[config.mk]
export PLATFORM = sky130hd
export DESIGN_NAME = decode_stage
export DESIGN_NICKNAME = d
export VERILOG_FILES = /design/src/rtl/decode_stage.sv
export SDC_FILE = /design/constraint.sdc
export NUM_CORES = 1
export LEC_CHECK = 0
export CORE_ASPECT_RATIO = 0.8
export CORE_MARGIN = 4
export CORE_UTILIZATION = 35
export CTS_CLUSTER_DIAMETER = 120
export DETAILED_ROUTE_END_ITERATION = 6
export PLACE_DENSITY = 0.56
export SLEW_MARGIN = 20
export SYNTH_ARGS = -nofsm -noshare
export SYNTH_HDL_FRONTEND = slang
export SYNTH_SLANG_ARGS = --single-unit
[constraint.sdc]
create_clock -name i_clk -period 30.9 [get_ports i_clk]
set_input_delay 6.18 -clock i_clk [delete_from_list [all_inputs] [get_ports i_clk]]
set_output_delay 6.18 -clock i_clk [all_outputs]
set_load 0.02 [all_outputs]
[src/rtl/decode_stage.sv]
`timescale 1ns/1ps
`default_nettype none
// ============================================================================
// Module      : decode_stage
// Description : Registered MIPS instruction decode stage. Splits the
//               instruction into fields, classifies it (R / I / J / R-jump),
//               extends the immediate, computes branch/jump targets and the
//               write-back register, and holds the result in a valid/ready
//               pipeline register with an optional skid entry.
//               Optional macro: DECODE_ILLEGAL_CHECK_EN (illegal op detection).
// Revision    : 1.0 - initial release
// ============================================================================
module decode_stage #(
    parameter int DATA_W = 32,
    parameter int PC_W   = 32,
    parameter int SKID   = 1
) (
    input  logic              i_clk,
    input  logic              i_rst,
    input  logic              i_valid,
    output logic              o_ready,
    input  logic [31:0]       i_instr,
    input  logic [PC_W-1:0]   i_pc,
    input  logic              i_flush,
    output logic              o_valid,
    input  logic              i_ready,
    output logic [5:0]        o_opcode,
    output logic [5:0]        o_funct,
    output logic [4:0]        o_rs,
    output logic [4:0]        o_rt,
    output logic [4:0]        o_rd,
    output logic [4:0]        o_sa,
    output logic [DATA_W-1:0] o_imm,
    output logic [25:0]       o_addr,
    output logic [1:0]        o_type,
    output logic [4:0]        o_wreg,
    output logic              o_wen,
    output logic [PC_W-1:0]   o_target,
    output logic [PC_W-1:0]   o_pc,
    output logic              o_illegal
);

    localparam logic [1:0] c_TYPE_R  = 2'd0;
    localparam logic [1:0] c_TYPE_I  = 2'd1;
    localparam logic [1:0] c_TYPE_J  = 2'd2;
    localparam logic [1:0] c_TYPE_RJ = 2'd3;

    typedef struct packed {
        logic [5:0]        opcode;
        logic [5:0]        funct;
        logic [4:0]        rs;
        logic [4:0]        rt;
        logic [4:0]        rd;
        logic [4:0]        sa;
        logic [DATA_W-1:0] imm;
        logic [25:0]       addr;
        logic [1:0]        itype;
        logic [4:0]        wreg;
        logic              wen;
        logic [PC_W-1:0]   target;
        logic [PC_W-1:0]   pc;
        logic              illegal;
    } dec_t;

    logic [5:0]      w_op;
    logic [5:0]      w_fn;
    logic [4:0]      w_rs;
    logic [4:0]      w_rt;
    logic [4:0]      w_rd;
    logic [PC_W-1:0] w_pc4;
    logic [PC_W-1:0] w_boff;
    logic            w_illegal;
    dec_t            w_dec;

    assign w_op   = i_instr[31:26];
    assign w_fn   = i_instr[5:0];
    assign w_rs   = i_instr[25:21];
    assign w_rt   = i_instr[20:16];
    assign w_rd   = i_instr[15:11];
    assign w_pc4  = i_pc + PC_W'(4);
    assign w_boff = {{(PC_W-18){i_instr[15]}}, i_instr[15:0], 2'b00};

`ifdef DECODE_ILLEGAL_CHECK_EN
    // Flag opcodes / R-type functs outside the supported instruction set
    always_comb begin
        w_illegal = 1'b0;
        if (w_op == 6'h00) begin
            w_illegal = !(w_fn inside {6'h00, 6'h02, 6'h03, 6'h04, 6'h06, 6'h07,
                                      6'h08, 6'h09, [6'h20:6'h27], 6'h2A, 6'h2B});
        end else begin
            w_illegal = !(w_op inside {[6'h02:6'h0F], [6'h20:6'h25],
                                      6'h28, 6'h29, 6'h2B});
        end
    end
`else
    assign w_illegal = 1'b0;
`endif

    // Field split, classification, immediate, target and write-back selection
    always_comb begin
        w_dec        = '0;
        w_dec.opcode = w_op;
        w_dec.pc     = i_pc;
        if (w_op == 6'h00 && (w_fn == 6'h08 || w_fn == 6'h09)) begin
            w_dec.itype = c_TYPE_RJ;
            w_dec.funct = w_fn;
            w_dec.rs    = w_rs;
            if (w_fn == 6'h09) begin
                w_dec.rd   = w_rd;
                w_dec.wreg = w_rd;
                w_dec.wen  = |w_rd;
            end
        end else if (w_op == 6'h00) begin
            w_dec.itype = c_TYPE_R;
            w_dec.funct = w_fn;
            w_dec.rs    = w_rs;
            w_dec.rt    = w_rt;
            w_dec.rd    = w_rd;
            w_dec.sa    = i_instr[10:6];
            w_dec.wreg  = w_rd;
            w_dec.wen   = |w_rd;
        end else if (w_op == 6'h02 || w_op == 6'h03) begin
            w_dec.itype  = c_TYPE_J;
            w_dec.addr   = i_instr[25:0];
            // Keep the upper PC bits of pc+4, replace the low 28 with addr<<2
            w_dec.target = (w_pc4 & ~PC_W'(28'hFFF_FFFF)) | PC_W'({i_instr[25:0], 2'b00});
            if (w_op == 6'h03) begin
                w_dec.wreg = 5'd31;
                w_dec.wen  = 1'b1;
            end
        end else begin
            w_dec.itype = c_TYPE_I;
            w_dec.rs    = w_rs;
            w_dec.rt    = w_rt;
            case (w_op)
                6'h0C, 6'h0D, 6'h0E: w_dec.imm = DATA_W'(i_instr[15:0]);
                6'h0F:               w_dec.imm = DATA_W'({i_instr[15:0], 16'h0000});
                default:             w_dec.imm = {{(DATA_W-16){i_instr[15]}}, i_instr[15:0]};
            endcase
            if (w_op inside {[6'h04:6'h07]}) begin
                w_dec.target = w_pc4 + w_boff;
            end
            if (w_op inside {[6'h08:6'h0F], [6'h20:6'h25]}) begin
                w_dec.wreg = w_rt;
                w_dec.wen  = |w_rt;
            end
        end
        w_dec.illegal = w_illegal;
        if (w_illegal) begin
            w_dec.wen = 1'b0;
        end
    end

    logic out_valid_q, out_valid_d;
    logic skid_valid_q, skid_valid_d;
    dec_t out_data_q, out_data_d;
    dec_t skid_data_q, skid_data_d;
    logic w_accept;
    logic w_drain;

    generate
        if (SKID != 0) begin : g_skid_ready
            assign o_ready = !skid_valid_q;
        end else begin : g_comb_ready
            assign o_ready = !out_valid_q || i_ready;
        end
    endgenerate

    assign w_accept = i_valid && o_ready && !i_flush;
    assign w_drain  = out_valid_q && i_ready;

    // Next-state of output register and skid entry; flush wins over everything
    always_comb begin
        out_valid_d  = out_valid_q;
        out_data_d   = out_data_q;
        skid_valid_d = skid_valid_q;
        skid_data_d  = skid_data_q;
        if (i_flush) begin
            out_valid_d  = 1'b0;
            skid_valid_d = 1'b0;
        end else if (!out_valid_q || w_drain) begin
            if (skid_valid_q) begin
                out_valid_d  = 1'b1;
                out_data_d   = skid_data_q;
                skid_valid_d = 1'b0;
            end else if (w_accept) begin
                out_valid_d = 1'b1;
                out_data_d  = w_dec;
            end else begin
                out_valid_d = 1'b0;
            end
        end else if (w_accept) begin
            // Output stalled: only reachable with a skid entry available
            skid_valid_d = 1'b1;
            skid_data_d  = w_dec;
        end
    end

    // Pipeline registers with asynchronous reset
    always_ff @(posedge i_clk or posedge i_rst) begin
        if (i_rst) begin
            out_valid_q  <= 1'b0;
            out_data_q   <= '0;
            skid_valid_q <= 1'b0;
            skid_data_q  <= '0;
        end else begin
            out_valid_q  <= out_valid_d;
            out_data_q   <= out_data_d;
            skid_valid_q <= skid_valid_d;
            skid_data_q  <= skid_data_d;
        end
    end

    assign o_valid   = out_valid_q;
    assign o_opcode  = out_data_q.opcode;
    assign o_funct   = out_data_q.funct;
    assign o_rs      = out_data_q.rs;
    assign o_rt      = out_data_q.rt;
    assign o_rd      = out_data_q.rd;
    assign o_sa      = out_data_q.sa;
    assign o_imm     = out_data_q.imm;
    assign o_addr    = out_data_q.addr;
    assign o_type    = out_data_q.itype;
    assign o_wreg    = out_data_q.wreg;
    assign o_wen     = out_data_q.wen;
    assign o_target  = out_data_q.target;
    assign o_pc      = out_data_q.pc;
    assign o_illegal = out_data_q.illegal;

endmodule
`default_nettype wire

* Yosys cells after proc, flatten, opt, wreduce, memory -nomap -nowiden
Index checks and enable logic that the tools add are counted.
** Storage, ports and cells
- Register bits :: 327
- Output and inout port bits :: 165
- Word-level logic and storage cells :: 102
** Operators by class
- $add $sub $neg :: 2
- Order comparisons :: 6
- Equal/unequal tests :: 8
- Multiplexer cells :: 31
- Bitwise operators :: 3
- Reduce and logical (&&, ||, !) cells :: 23
** Operators by type and width (count)
- 2-to-1 mux 163 bit :: 2
- 2-to-1 mux 32 bit :: 4
- case mux 32 bit (2 select lines) :: 1
- 2-to-1 mux 63 bit :: 1
- 2-to-1 mux 58 bit :: 1
- 2-to-1 mux 40 bit :: 1
- equality test 6 x 4 -> 1 bit (second input constant) :: 6
- adder 32 x 3 -> 32 bit (second input constant) :: 1
- adder 32 bit :: 1
- bitwise OR 32 x 28 -> 32 bit :: 1
- 2-to-1 mux 10 bit :: 3
- 2-to-1 mux 26 bit :: 1
- 2-to-1 mux 6 bit :: 4
- 2-to-1 mux 8 bit :: 2
- 2-to-1 mux 5 bit :: 3
- equality test 6 x 2 -> 1 bit (second input constant) :: 2
- 2-to-1 mux 11 bit :: 1
- OR reduction 5 bit :: 2
- logical AND 1 bit :: 7
- 2-to-1 mux 1 bit :: 7
- greater-or-equal comparator 6 x 3 -> 1 bit (second input constant) :: 1
- greater-or-equal comparator 6 x 4 -> 1 bit (second input constant) :: 1
- greater-or-equal comparator 6 bit (second input constant) :: 1
- <= comparator 6 x 3 -> 1 bit (second input constant) :: 1
- 10 further kinds :: 18

* Depth between registers and ports, before layout
- Depth after elaboration :: 9
- Mapped depth :: 16

* Worst setup path after synthesis
OpenSTA, ideal clock, no wires.
- Path type :: in2reg
- From :: input i_pc[14]
- To :: register out_data_q, in the netlist o_target[30]
- Data arrival time :: 9.056 ns
- Slack :: 21.721 ns
- Stages on the path :: 15
- Cell sequence :: buf_2 > nand4_2 > or3_4 > nor3_1 > nand2_1 > xnor2_1 > ha_1 > o21a_1 > a2111oi_0 > nor4_1 > a211oi_2 > mux2i_1 > a221oi_1 > o31a_1 > o21ai_1
** Between the ends
- Word-level cells in the longest chain between the ends :: 8
- Elaborated cells between the ends (all ways) :: 9
- Classes of those cells :: add/sub (2); mux (6); bitwise (1)
** Ends and longest elaborated chain
- start: declaration :: RTL line 23 : input logic [PC_W-1:0] i_pc,
- adder 32 x 3 -> 32 bit (*) :: RTL line 80 : assign w_pc4 = i_pc + PC_W'(4);
- adder 32 bit :: RTL line 141 : w_dec.target = w_pc4 + w_boff;
- 2-to-1 mux 32 bit :: RTL line 140 : if (w_op inside {[6'h04:6'h07]}) begin
- 2-to-1 mux 40 bit (*) :: RTL line 122 : end else if (w_op == 6'h02 || w_op == 6'h03) begin
- 2-to-1 mux 32 bit (*) :: RTL line 113 : end else if (w_op == 6'h00) begin
- 2-to-1 mux 32 bit (*) :: RTL line 104 : if (w_op == 6'h00 && (w_fn == 6'h08 || w_fn == 6'h09)) begin
- 2-to-1 mux 163 bit (*) :: RTL line 186 : end else if (w_accept) begin
- 2-to-1 mux 163 bit (*) :: RTL line 182 : if (skid_valid_q) begin
- end signal: assignment :: RTL line 208 : out_data_q <= out_data_d;
- end: declaration :: RTL line 156 : dec_t out_data_q, out_data_d;
Every way passes the cells marked *; elsewhere a longest branch is shown, timed or not. The select of a mux whose other input is x is not followed.
A chain may end at the register's enable or synchronous reset.

* Worst setup path in the final report
- From :: input i_pc[4]
- To :: register skid_data_q[63] in the netlist's numbering
** Between the ends
- Word-level cells in the longest chain between the ends :: 6
- Elaborated cells between the ends (all ways) :: 7
- Classes of those cells :: add/sub (2); mux (4); bitwise (1)
** Ends and longest elaborated chain
- adder 32 x 3 -> 32 bit (*) :: RTL line 80
- adder 32 bit :: RTL line 141
- 2-to-1 mux 32 bit :: RTL line 140
- 2-to-1 mux 40 bit (*) :: RTL line 122
- 2-to-1 mux 32 bit (*) :: RTL line 113
- 2-to-1 mux 32 bit (*) :: RTL line 104
- end signal: assignment :: RTL line 210 : skid_data_q <= skid_data_d;
- end: declaration :: RTL line 157 : dec_t skid_data_q, skid_data_d;
Every way passes the cells marked *; elsewhere a longest branch is shown, timed or not.

==> results.tsv <==
metric	value	unit
first_global_vias	13300	
clock-root-buffer	clkbuf_16	
syn-num-nets	1994	
synth_top_family_by_area	simple AND/OR/NAND/NOR gates	
slew_violations	0	
syn-instance-count	1889	
met3_length	3.362	mm
grtUsageTotal	20.57	%
hold_viol	0	
r2r-start	skid_valid_q	
drc	0	
vdd_drop_max	0.03404	mV
synth_cell_types	72	
synth_ff_type	dfrtp_1	
hpwlAfterDp	36.41	mm
cp-startpoint	i_pc[4]	
synth-adder-area-share	2.789	%
power_density	58.40	nW/um2
async_flop_share	100.0	%
combinationalPowerShare	19.4	%
io_pins	234	
portBuffers	232	
post-route-cell-area	20480	um2
viasPerCell	5.233	
yosys.area.top_type	dfrtp_1	
rsz0062_at_grt	no	
relSlewSlack	28.34	%
die_height	201.7	um
path_class	in2reg	
die_area	50460	um2
fin_ws	21.07	ns
grt_max_degree	202	
synth_edf_count	0	
ys_warn_count	0	
fp-row-count	70	
gp_routability_congestion	0.8650	
worstPathRequired	31.29	ns
layout_common_cells	490 x nand2_1, 325 x dfrtp_1, 232 x clkdlybuf4s50_1	
hold_start	skid_data_q[24]	
synth-compound-area-share	18.56	%
end_kind	flop	
grt_first_pass_wirelength	81.66	mm
max-cap-violations	0	
antennaDiodeCount	0	
synth-simple-area-share	19.29	%
core	46070	um2
post_cts_resized	0	
initial_core_util	35.64	%
avgSynthCellArea	8.692	um2
intPower	0.0008418	W
startpoint_type	input pin	
pre_cts_slack	20.59	ns
met2_length	22.33	mm
clock_power_share	37.8	%
p_seq_share	42.8	%
drt_wl_total	53.26	mm
clk_pin_slew	0.06	ns
grt_overflow	0	
fmax	101.7	MHz
postCtsHoldBufs	0	
fin_crit_sh	31.81	%
switchingPower	0.0003542	W
setup_tns	0	ns
netlist.area_leader.share	49.69	%
ys_top_cells_by_area	dfrtp_1 50%, nand2_1 11%, o21ai_0 6.7%, a21oi_1 3.4%, mux2i_1 2.9%	
ys_seq_area_share	49.69	%
min_path_type	reg2reg	
first_iter_violations	1088	
htree_levels	2	
holdWs	0.4714	ns
syn_area	16420	um2
ys_ff_latch	326	
cts.path.max_buffers	3	
area_delta_synth_final	24.74	%
placed_area	19170	um2
cp_data_arrival_time	10.22	ns
numCtsBuffers	38	
fillers	4564	
synth_xor_area_share	2.644	%
final_common_cell	nand2_1	
tightest_slew	1.075	ns
swShare	29.62	%
fin_skew	0.01881	ns
synthMuxAreaShare	3.064	%
ant_nets	0	
cts_tree	yes	
wl_per_cell	19.75	um
top_layer_used	met4	
finalCriticalPeriod	9.831	ns
status	complete, no violations	
setup_viol	0	
nNetsFinal	2161	
post_cts_buffers	0	
p_leak	8.921	nW
drive_gt1_share	5.612	%
vias	14110	
drt-met1-wl	26.34	mm
clock-sinks	326	
insertion_delay	0.56	ns
die-width	250.2	um
first_pass_iters	6	
cp_max_fo	8	
antenna_found_initial	0	
-- sequential cells by signal, indices dropped and copies added, names as in the netlist, 2 cells and up --
signal	cells
o_addr	26
o_rd	5
o_rs	5
o_wreg	5
o_target	32
o_pc	32
o_imm	32
o_opcode	6
o_funct	6
skid_data_q	162
o_rt	5
o_sa	5
o_type	2
-- path summary, 6_finish.rpt --
check	end	slack, ns	cells past startpoint
worst max-delay path	skid_data_q[63]	21.07	15
worst min-delay path	skid_data_q[24]	0.47	2
worst max register to register	skid_data_q[48]	27.19	5
worst min register to register	skid_data_q[24]	0.47	2
max in group asynchronous	skid_valid_q	23.51	4
min in group asynchronous	o_pc[11]	6.19	2
-- synthesized netlist by cell type (5+ instances only) --
library cell	number
nor2_1	122
clkbuf_8	5
xor2_1	16
nor3_1	14
inv_1	18
or3_1	14
and2_1	10
a221oi_1	6
a31oi_1	25
a21boi_1	10
o211ai_1	17
ha_1	35
mux2i_1	48
a222oi_1	6
clkbuf_1	104
dfrtp_1	326
o21ai_1	72
o21a_1	20
nor2b_1	5
xnor2_1	31
nand3_1	26
and3_1	14
buf_1	12
o21ai_0	221
a21o_1	15
buf_2	5
nand2b_1	5
nand4_1	10
a21oi_1	113
nand2_1	492
-- layer usage --
| layer | GRT usage (%) | vias to the layer above |
|---|---|---|
| met1 | 31.51 | 6824 |
| met4 | 5.744 | 0 |
| met2 | 29.37 | 391 |
| met5 | 0 | - |
| li1 | - | 6817 |
| met3 | 4.174 | 82 |
-- area by class of cell --
cell class	instances	area [um2]	area share [%]
clock buffer	57	1144	5.584
clock inverter	12	112.6	0.5498
inverter	19	92.59	0.4521
multi-input combinational	1414	7639	37.30
sequential	326	8162	39.85
tap	612	765.7	3.739
timing repair buffer	257	2566	12.53
-- worst max-delay path, stage by stage --
cell	delay, ns
clkdlybuf4s50_1	0.63
nand4_2	0.17
nor4_4	0.46
nor2b_4	0.28
and3_2	0.21
xor2_1	0.15
ha_1	0.33
o21a_1	0.16
a2111oi_0	0.55
nor4_1	0.19
a211oi_2	0.30
mux2i_1	0.12
a221oi_1	0.22
o31a_1	0.21
o21ai_1	0.06
-- cell families after synthesis --
family / after synthesis
adders and majority gates: 36
buffers and inverters: 149
AOI/OAI and AO/OA: 536
and+or+nand+nor: 743
xor gates and xnor gates: 48
other: 1
muxes: 50
DFF: 326
-- power by group through the flow --
stage | clock (W) | combinational (W) | sequential (W)
floorplan | 0 | 0.000104 | 0.000541
global placement | 0 | 0.000228 | 0.000518
detailed placement | 0 | 0.000232 | 0.000519
CTS | 0.000467 | 0.000233 | 0.000512
global route | 0.000483 | 0.000255 | 0.000519
finish | 0.000452 | 0.000232 | 0.000512
-- per-stage QoR --
stage	cells	utilization [%]	total power, W
final	2697	44.46	0.001196
after global routing	2697	44.46	0.001257
after CTS	2695	44.33	0.001212
after detailed placement	2626	41.60	0.0007514
after global placement	2626	41.60	0.0007458
after floorplan	1889	-	0.0006450
Note: power is estimated with default switching activity, not from simulation.
